--- src/rtl/vol_ctrl.sv ---
`default_nettype none
// ============================================================================
// Module   : vol_ctrl
// Function : Debounced volume-up/down stepping with a saturating attenuation
//            level and a req/ack handshake carrying the decoder volume word.
//            Optional auto-repeat is enabled by defining VOL_AUTOREPEAT_EN.
// Revision : 1.0 - initial release
// ============================================================================
module vol_ctrl #(
    parameter int          DEBOUNCE_CYCLES = 1_000_000,
    parameter int          REPEAT_DELAY    = 50_000_000,
    parameter int          REPEAT_PERIOD   = 15_000_000,
    parameter int          MAX_LEVEL       = 8,
    parameter int          RESET_LEVEL     = 4,
    parameter logic [7:0]  ATTEN_STEP      = 8'd24
) (
    input  logic        clk,
    input  logic        rst,
    input  logic        btn_up,
    input  logic        btn_dn,
    output logic [4:0]  vol_level,
    output logic [15:0] vol_word,
    output logic        vol_req,
    input  logic        vol_ack
);

    localparam int         DBW       = (DEBOUNCE_CYCLES > 1) ? $clog2(DEBOUNCE_CYCLES) : 1;
    localparam logic [4:0] LVL_MAX   = 5'(MAX_LEVEL);
    localparam logic [4:0] LVL_RESET = 5'(RESET_LEVEL);

    localparam logic [0:0] ST_IDLE = 1'b0;
    localparam logic [0:0] ST_REQ  = 1'b1;

    function automatic logic [7:0] vol_byte(input logic [4:0] lv);
        if (lv == LVL_MAX)
            return 8'hFE;
        else
            return 8'({3'b000, lv} * ATTEN_STEP);
    endfunction

    // Index 0 = up button, index 1 = down button.
    logic [1:0] raw;
    logic [1:0] db;
    logic [1:0] press;
    logic [1:0] tick;

    assign raw = {btn_dn, btn_up};

    for (genvar i = 0; i < 2; i++) begin : g_btn
        logic [1:0]     sync;
        logic [DBW-1:0] cnt;
        logic           state;
        logic           state_q;

        always_ff @(posedge clk) begin
            if (rst) begin
                sync    <= 2'b00;
                cnt     <= '0;
                state   <= 1'b0;
                state_q <= 1'b0;
            end else begin
                sync    <= {sync[0], raw[i]};
                state_q <= state;
                if (sync[1] == state) begin
                    cnt <= '0;
                end else if (cnt == DBW'(DEBOUNCE_CYCLES - 1)) begin
                    state <= ~state;
                    cnt   <= '0;
                end else begin
                    cnt <= cnt + 1'b1;
                end
            end
        end

        assign db[i]    = state;
        assign press[i] = state & ~state_q;
    end

`ifdef VOL_AUTOREPEAT_EN
    localparam int RMAX = (REPEAT_DELAY > REPEAT_PERIOD) ? REPEAT_DELAY : REPEAT_PERIOD;
    localparam int RW   = $clog2(RMAX + 1);

    for (genvar i = 0; i < 2; i++) begin : g_rep
        logic [RW-1:0] rcnt;
        logic          rphase;
        logic          excl;
        logic          hit;

        // rcnt equals the number of cycles since the press (or last repeat).
        assign excl = db[i] & ~db[1-i];
        assign hit  = rphase ? (rcnt == RW'(REPEAT_PERIOD)) : (rcnt == RW'(REPEAT_DELAY));

        always_ff @(posedge clk) begin
            if (rst || !excl) begin
                rcnt   <= '0;
                rphase <= 1'b0;
            end else if (hit) begin
                rcnt   <= RW'(1);
                rphase <= 1'b1;
            end else begin
                rcnt <= rcnt + 1'b1;
            end
        end

        assign tick[i] = excl & hit;
    end
`else
    // Repeat timing has no effect in this build; the expression is constant 0.
    assign tick = {2{(REPEAT_DELAY < 0) && (REPEAT_PERIOD < 0)}};
`endif

    logic       both;
    logic       up_step;
    logic       dn_step;
    logic [4:0] level;
    logic [4:0] level_nxt;
    logic       chg;

    assign both    = db[0] & db[1];
    assign up_step = (press[0] | tick[0]) & ~both;
    assign dn_step = (press[1] | tick[1]) & ~both;

    always_comb begin
        level_nxt = level;
        chg       = 1'b0;
        if (up_step && level != 5'd0) begin
            level_nxt = level - 5'd1;
            chg       = 1'b1;
        end else if (dn_step && level != LVL_MAX) begin
            level_nxt = level + 5'd1;
            chg       = 1'b1;
        end
    end

    logic [0:0]  state;
    logic [0:0]  state_nxt;
    logic        pending;
    logic        pend_nxt;
    logic        load_word;
    logic [15:0] word;

    always_ff @(posedge clk) begin
        if (rst)
            state <= ST_REQ;
        else
            state <= state_nxt;
    end

    // An ack that coincides with a fresh change is treated like a pending one,
    // so the change is never lost and vol_req stays high.
    always_comb begin
        state_nxt = state;
        pend_nxt  = pending;
        load_word = 1'b0;
        case (state)
            ST_IDLE: begin
                if (chg) begin
                    state_nxt = ST_REQ;
                    load_word = 1'b1;
                end
            end
            ST_REQ: begin
                if (vol_ack) begin
                    if (pending || chg) begin
                        load_word = 1'b1;
                        pend_nxt  = 1'b0;
                    end else begin
                        state_nxt = ST_IDLE;
                    end
                end else if (chg) begin
                    pend_nxt = 1'b1;
                end
            end
            default: begin
                state_nxt = ST_REQ;
            end
        endcase
    end

    always_comb begin
        vol_req = (state == ST_REQ);
    end

    always_ff @(posedge clk) begin
        if (rst) begin
            level   <= LVL_RESET;
            word    <= {2{vol_byte(LVL_RESET)}};
            pending <= 1'b0;
        end else begin
            level   <= level_nxt;
            pending <= pend_nxt;
            if (load_word)
                word <= {2{vol_byte(level_nxt)}};
        end
    end

    assign vol_level = level;
    assign vol_word  = word;

endmodule
`default_nettype wire

--- config.mk ---
export PLATFORM = sky130hd
export DESIGN_NAME = vol_ctrl
export DESIGN_NICKNAME = d
export VERILOG_FILES = /design/src/rtl/vol_ctrl.sv
export SDC_FILE = /design/constraint.sdc
export NUM_CORES = 1
export LEC_CHECK = 0
export BUFFER_PORTS_ARGS = -buffer_cell sky130_fd_sc_hd__buf_2
export CAP_MARGIN = 0
export CORE_MARGIN = 1.5
export CORE_UTILIZATION = 51
export DETAILED_ROUTE_END_ITERATION = 8
export PLACE_DENSITY = 0.7
export SLEW_MARGIN = 20
export SYNTH_ARGS = -nofsm -noshare
export SYNTH_HDL_FRONTEND = slang
export SYNTH_SLANG_ARGS = --single-unit
export TNS_END_PERCENT = 20
--- constraint.sdc ---
create_clock -name clk -period 4.8 [get_ports clk]
set_input_delay 0.24 -clock clk [delete_from_list [all_inputs] [get_ports clk]]
set_output_delay 0.24 -clock clk [all_outputs]
set_load 0.1 [all_outputs]
==> out/summary.txt, run 1 <==
Run status - completed
Die ar. - 6260 um2
Met2 Usage GRT - 28.7%
Post-synth ARST share - 0%
CTS max path bufs - 2
Top cells by area, synth - dfxtp_1 41%, xor2_1 6.8%, nor2_1 6.6%
Setup CP Type - flop to flop
TNS Setup - 0 ns
Number of synthesized flops with an enable pin - 0
Via count - 2290
Peak supply drop - 0.269 mV
Cells after Synth - 330
Final hold vios - 0
Total wire length - 5.14 mm
Delay-heaviest family, CP - simple AND/OR/NAND/NOR gates
Fmax - 337 MHz
Relative slew slack - 51.8%
CTS Hold Buffers Added - 0
Mean number of vias per cell - 5.45
First-pass GRT wire length - 9.03 mm
Synth Area per Inst - 8.95 um2
Post-CTS setup buffer count - 0
Placer congestion estimate - 0.799
GR peak layer - met2
Post-route clock period utilization - 61.8%
Top post-synthesis cells by count - 61 x dfxtp_1, 52 x nor2_1, 23 x xor2_1
CTS tree - done
Hold_sp - btn_dn
Largest net degree at the start of global routing - 23
Core area - 5540 um2
Crit-path max FO - 9
Pwr dens - 336 nW/um2
GR Util met1 - 23.1%
Drc violations - 0
ANT nets after route - 0
Final Skew - 0.00529 ns
Worst-path cell chain - or3b_1 -> or4_4 -> o21a_1 -> mux2i_4 -> ha_1 -> o31a_1 -> mux2i_1 -> nand4b_1 -> o311a_1
R2r worst-path depth - 9
Synth-to-Final Area Change - 10.4%
CP Data Required Time - 5.04 ns
Fill count - 499
Buffers & Inverters on Critical Path - 0
GRT met3 Usage - 8.05%
Num Clock Sinks - 61
Hold Path Depth - 2
Post-Synthesis Cell Area - 2950 um2
Slowest-stage cell, CP - or3b_1
Final nets - 356
RSZ-0062 raised after global routing - no
Chip height - 79.1 um
Register area share after synthesis - 41.4%
Hold Path Sink - g_btn[1].sync[0]
Worst path max stage delay - 0.52 ns
1st-iter DRT viols - 57
Worst slew pin tran - 0.722 ns
Layout Utilization - 58.9%
Worst R2R End - vol_word[7]
IO Pins - 27
H-tree depth - 3
Post-synth top area share - 41.4%
Clk slew on worst S/H paths - 0.07 ns
Global route overflow - 0
Max cap viols - 0
Layout cell share with drive strength beyond 1 - 13.5%
Hold Worst Slack - 0.104 ns
Port bufs - 24
Initial antenna violation count - 0
Critical Path End Type - flop
Yosys warns - 0
R2R Path Start - g_btn[0].state
R2r setup slk - 1.83 ns
Antenna diodes - 0
Final setup fails - 0
Startpoint Class - flop
DPL Wire Length - 3.49 mm
Min-delay worst type - input pin to flop
Clock latency on the worst-skew pair - 0.34 ns
Worst EP arrival - 3.20 ns
Average wire per standard cell - 12.2 um
Lkg Pwr - 1.20 nW
Yosys reg bits - 61
Final min period - 2.97 ns
Cell Rows - 27
Yosys cell types - 50
Post-synth top flop - dfxtp_1
CTS root buf - clkbuf_8
All-Layer GR Usage - 18.7%
Vias in the first global route - 2005
First drt pass iteration count - 5
Num CTS Buffers - 9
Yosys top cell by area - dfxtp_1
Die width - 79.1 um
Post_cts resized - 0
Starting density of the core - 53.3%
Pins Over Slew Limit - 0
Most frequent cell after synthesis - dfxtp_1
==> how the worst max path moves through the flow <==
stage,startpoint,end,slack (ns),cells after the start
final,g_btn[0].state,vol_word[7],1.83,9
after global routing,g_btn[0].state,vol_word[7],1.67,9
after CTS,g_btn[0].state,vol_word[7],1.84,9
after detailed placement,g_btn[0].state,vol_word[7],1.87,9
after global placement,g_btn[0].state,vol_word[7],1.94,9
after floorplan,vol_level[1],vol_word[7],1.62,10
==> metal layers <==
layer  up-vias  share of wire (%)
met5         -                  0
met4         0                1.4
met3         9                5.2
met2        52                 45
met1      1069                 49
li1       1160                  -
==> stage by stage <==
stage | power [mW] | cells | cell area [um2] | setup slack [ns]
2_1_floorplan | 0.589 | 331 | 2960 | 1.62
3_3_place_gp | 0.599 | 404 | 3040 | 1.94
3_5_place_dp | 0.599 | 404 | 3040 | 1.87
4_1_cts | 1.11 | 420 | 3260 | 1.84
5_1_grt | 1.14 | 420 | 3260 | 1.67
6_report | 1.09 | 420 | 3260 | 1.83
==> power breakdown <==
part           internal (mW)  switching [mW]  leakage, nW
clock network          0.294           0.211        0.110
registers              0.510         0.00459        0.493
logic                 0.0232          0.0509        0.597
total                  0.828           0.266         1.20
==> sequential cells by signal (all words and copies together), names as in the netlist <==
register / cells
g_btn.cnt: 40
vol_word: 6
vol_level: 5
g_btn.sync: 4
g_btn.state: 2
g_btn.state_q: 2
pending: 1
vol_req: 1
==> final cells by class <==
class	instances	area, um2	area share, %
Clock buffer	9	124	3.80
Clock inverter	7	98.8	3.03
Inverter	7	26.3	0.806
Multi-Input combinational cell	240	1580	48.5
Sequential cell	61	1220	37.5
Tap cell	72	90.1	2.76
Timing Repair Buffer	24	120	3.68
==> cells by family after synthesis <==
logic type	Yosys count	synth area share (%)
buffers and inverters	30	5.25
flip-flops	61	41.4
other	1	0.127
AND/OR/NAND/NOR	145	26.4
XOR/XNOR	37	11.0
adder cells (fa/ha/maj)	8	3.39
multiplexers	6	2.46
AO/OA/AOI/OAI	42	10.0
==> cells in the final DEF (no fill, tap or decap), types with 8 or more instances in the layout <==
master,count
buf_2,24
and3_1,8
ha_1,8
dfxtp_1,61
nand2_1,18
a21oi_1,12
xnor2_1,14
nor2_1,52
clkbuf_8,9
nand3_1,17
nor2b_1,9
or3_1,8
xor2_1,23
(Power assumes the default switching activity.)
==> run 2, diff against run 1 <==
Clock period 4.8 ns to 2.9 ns, I/O delays scaled along.
==> run 2 against run 1 <==
- combinational power increased by 81%
- flip-flop and latch count unchanged
- clock power grew 68%
- setup slack got worse by 1.6 ns
- routed wire length rose by 5.2%
- core utilization is 1.6 points higher
- largest cell class unchanged
- highest routed layer unchanged
==> out/summary.txt, run 2 (synthesis gave the netlist of run 1 again) <==
All-Layer GR Usage - 18.9%
CTS tree - done
Layout cell share with drive strength beyond 1 - 16.3%
Setup CP Type - flop to flop
Antenna diodes - 0
Part of the power in registers - 46.5%
CTS root buf - clkbuf_8
Final hold vios - 0
Post-route setup slack - 0.229 ns
Hold Worst Slack - 0.0193 ns
Most common cell after layout, fill and taps aside - dfxtp_1
Peak supply drop - 0.362 mV
Final setup fails - 0
Final nets - 363
GR peak layer - met2
Crit-path max FO - 3
GRT met3 Usage - 7.24%
Final non-filler cell total - 427
Relative slew slack - 51.8%
Clock latency on the worst-skew pair - 0.34 ns
Via count - 2277
Sw frac - 24.7%
CP Data Required Time - 3.13 ns
Most frequent cells in the layout - 56 x dfxtp_1, 52 x nor2_1, 24 x buf_2
Global route overflow - 0
ANT nets after route - 0
Mean number of vias per cell - 5.33
Core area - 5540 um2
First-pass GRT wire length - 9.16 mm
IO Pins - 27
First drt pass iteration count - 4
Run status - completed
Max cap viols - 0
GR Util met1 - 22.1%
Port bufs - 24
1st-iter DRT viols - 60
Placed cell areas - 3080 um2
Total wire length - 5.41 mm
Cell area after layout - 3350 um2
Critical Path End Type - flop
Largest net degree at the start of global routing - 23
Average wire per standard cell - 12.7 um
Starting density of the core - 53.3%
Startpoint Class - flop
Pins Over Slew Limit - 0
Max FFs per register - 40
Cell Rows - 27
Min-delay worst type - input pin to flop
Final Skew - 0.00828 ns
Worst slew pin tran - 0.722 ns
DPL Wire Length - 3.60 mm
Power Internal - 1.38 mW
Clock power share - 46.2%
Post-route clock period utilization - 92.1%
Chip height - 79.1 um
Num CTS Buffers - 9
Worst EP arrival - 2.90 ns
CTS max path bufs - 2
Num Clock Sinks - 61
Comb power frac - 7.3%
Fmax - 374 MHz
Die width - 79.1 um
TNS Setup - 0 ns
Sw power - 453 uW
Met2 Usage GRT - 31.5%
H-tree depth - 3
Drc violations - 0
Final min period - 2.67 ns
Pre-CTS WS - 0.230 ns
Lkg Pwr - 1.24 nW
Dpl cells - 409
Vias in the first global route - 2083
Largest reg by FF count - g_btn.cnt
Placer congestion estimate - 0.794
Die ar. - 6260 um2
Clk slew on worst S/H paths - 0.07 ns
Synth-to-Final Area Change - 13.4%
Initial antenna violation count - 0
Pwr dens - 547 nW/um2
## run 2: cell types whose count changed in the layout (fill, tap and decap cells not counted), moves of 2 or more
cell,before,now
dfxtp_1,61,56
dfxtp_2,0,5
buf_4,0,5
dlygate4sd3_1,0,2
## run 2: power by group through the flow
| stage | Sequential [mW] | Combinational (mW) | Clock (mW) |
|---|---|---|---|
| after floorplan | 0.895 | 0.0796 | 0 |
| after global placement | 0.871 | 0.122 | 0 |
| after detailed placement | 0.871 | 0.123 | 0 |
| after CTS | 0.852 | 0.127 | 0.869 |
| after global routing | 0.853 | 0.145 | 0.909 |
| final | 0.852 | 0.134 | 0.846 |
## run 2: cell type report
type / count / area [um2]
Clock buffer: 9 / 124
Timing Repair Buffer: 31 / 178
Fill cell: 501 / 2190
Multi-Input combinational cell: 240 / 1610
Tap cell: 72 / 90.1
Clock inverter: 7 / 98.8
Inverter: 7 / 26.3
Sequential cell: 61 / 1230
## run 2: stage by stage
| step | total power [mW] | util [%] |
|---|---|---|
| global placement | 0.993 | 55.6 |
| CTS | 1.85 | 60.0 |
| finish | 1.83 | 60.5 |
| floorplan | 0.975 | - |
| global route | 1.91 | 60.5 |
| detailed placement | 0.995 | 55.6 |
## run 2: worst paths after layout
kind | startpoint | end | slack (ns) | cells past startpoint
worst min-delay path | btn_up | g_btn[0].sync[0] | 0.02 | 2
worst max register to register | g_btn[1].state | vol_word[7] | 0.23 | 9
worst min register to register | g_btn[0].sync[0] | g_btn[0].sync[1] | 0.44 | 1
worst max-delay path | g_btn[1].state | vol_word[7] | 0.23 | 9
## run 2: what timing repair did
item                       4_1_cts  5_1_grt
buffers inserted                 0        0
hold buffers                     2        0
hold endpoints to repair         2        0
setup endpoints to repair        0        3
gates resized for setup          0        3
## run 2: worst max-delay path, stage by stage, from the launching register on
cell and delay, ns:
dfxtp_1 0.31, or3b_1 0.39, or4_4 0.43, o21a_1 0.21, mux2i_4 0.17, ha_1 0.29
o31a_1 0.30, mux2i_1 0.19, nand4b_1 0.12, o311a_1 0.13
## run 2: metal layers
layer	vias to the layer above	part of all wire [%]
li1	1176	-
met4	0	1.4
met3	8	4.0
met5	-	0
met1	1049	48
met2	44	47
==> run 3, diff against run 2 <==
Settings changed: CORE_MARGIN 1.5 to unset.
==> run 3 against run 2 <==
- sequential power about the same
- setup slack lost 0.030 ns
- via count shrank 0.53%
- critical path type unchanged
- largest cell class unchanged
==> out/summary.txt, run 3 (synthesis gave the netlist of run 1 again) <==
All-Layer GR Usage - 18.7%
Worst EP arrival - 2.92 ns
Cell area after layout - 3290 um2
Synth-to-Final Area Change - 11.3%
Final setup fails - 0
Worst slew pin tran - 0.725 ns
H-tree depth - 3
Crit-path max FO - 3
Placer congestion estimate - 0.793
Final non-filler cell total - 425
Sw power - 427 uW
Final min period - 2.70 ns
IO Pins - 27
Via count - 2265
Initial antenna violation count - 0
TNS Setup - 0 ns
Antenna diodes - 0
Post_cts resized - 0
Mean number of vias per cell - 5.33
Largest net degree at the start of global routing - 23
Vias in the first global route - 2028
Core area - 5540 um2
Average wire per standard cell - 12.3 um
Pins Over Slew Limit - 0
First-pass GRT wire length - 8.92 mm
Storage element area - 1230 um2
Max FFs per register - 40
Num CTS Buffers - 9
Fill count - 514
Layout cell share with drive strength beyond 1 - 16.1%
Hold Path Depth - 2
DPL Wire Length - 3.55 mm
Chip height - 78.1 um
Most frequent cells in the layout - 56 x dfxtp_1, 52 x nor2_1, 24 x buf_2
Part of the power in registers - 50.0%
Power Internal - 1.28 mW
R2r worst-path depth - 9
Min-delay worst type - input pin to flop
Lkg Pwr - 1.21 nW
Clock latency on the worst-skew pair - 0.34 ns
Relative slew slack - 51.6%
Global route overflow - 0
Critical Path End Type - flop
Clock power share - 42.7%
Placed cell areas - 3080 um2
Final nets - 361
Clk slew on worst S/H paths - 0.07 ns
Die width - 78.1 um
Num Clock Sinks - 61
Peak supply drop - 0.418 mV
Area of the multi-input gates - 1590 um2
Port bufs - 24
Sw frac - 25.0%
Largest reg by FF count - g_btn.cnt
Comb power frac - 7.3%
Starting density of the core - 53.3%
1st-iter DRT viols - 69
Post-route clock period utilization - 93.1%
Die ar. - 6100 um2
Fmax - 370 MHz
CTS tree - done
RSZ-0062 raised after global routing - yes
Run status - completed
CTS root buf - clkbuf_8
Dpl cells - 409
CTS Hold Buffers Added - 0
Startpoint Class - flop
Max cap viols - 0
Cell Rows - 27
CP Data Required Time - 3.12 ns
Final Skew - 0.00731 ns
Final hold vios - 0
Most common cell after layout, fill and taps aside - dfxtp_1
Total wire length - 5.22 mm
ANT nets after route - 0
Setup CP Type - flop to flop
Drc violations - 0
First drt pass iteration count - 4
CTS max path bufs - 2
Pwr dens - 519 nW/um2
Post-CTS setup buffer count - 0
-- run 3: cell count changes in the layout (fill, tap and decap cells not counted) --
cell,previous run,this run
dlygate4sd3_1,2,0
bufinv_16,2,1
clkbuf_1,0,1
clkinv_2,1,2
clkinv_4,2,1
clkinvlp_4,1,2
inv_6,1,0
o32ai_2,0,1
o32ai_4,1,0
-- run 3: worst paths after layout --
path | slack, ns | to | start
setup / recovery | 0.20 | vol_word[7] | g_btn[0].state
hold / removal | 0.02 | g_btn[1].sync[0] | btn_dn
setup reg to reg | 0.20 | vol_word[7] | g_btn[0].state
hold reg to reg | 0.44 | g_btn[0].sync[1] | g_btn[0].sync[0]
-- run 3: layout make-up --
type,count,share of cell area (%)
inverters,7,0.799
clock buffers,10,3.88
multi-input cells,240,48.5
clock inverters,6,1.94
repair buffers,29,4.80
well taps,72,2.74
flip-flops and latches,61,37.3
-- run 3: worst max-delay path, cell delays in order, from the launching register on --
cell,delay (ns)
dfxtp_1,0.34
or3b_1,0.38
or4_4,0.43
o21a_1,0.21
mux2i_4,0.19
ha_1,0.30
o31a_1,0.31
mux2i_1,0.19
nand4b_1,0.12
o311a_1,0.13
-- run 3: power by group through the flow --
| stage | sequential (mW) | combinational, mW | clock (mW) |
|---|---|---|---|
| 2_1_floorplan | 0.895 | 0.0796 | 0 |
| 3_3_place_gp | 0.871 | 0.122 | 0 |
| 3_5_place_dp | 0.872 | 0.123 | 0 |
| 4_1_cts | 0.853 | 0.124 | 0.749 |
| 5_1_grt | 0.853 | 0.136 | 0.790 |
| 6_report | 0.853 | 0.124 | 0.729 |
-- run 3: through the flow --
step	hold slack, ns	setup WS (ns)	total power [mW]	util (%)
3_3_place_gp	0.355	0.287	0.993	55.6
4_1_cts	0.00338	0.169	1.73	59.1
3_5_place_dp	0.359	0.206	0.995	55.6
6_report	0.0157	0.199	1.71	59.3
2_1_floorplan	0.242	0.101	0.975	-
5_1_grt	0.0128	-0.0313	1.78	59.3
-- run 3: per-layer routing --
metal  vias to the layer above  share of wire (%)  wire length (um)  global-route usage (%)
li1                       1167                  -                 -                       -
met1                      1056                 50              2630                    23.5
met2                        30                 45              2340                    29.4
met3                        12                2.7               139                    4.53
met4                         0                2.1               111                    10.6
met5                         -                  0                 0                       0
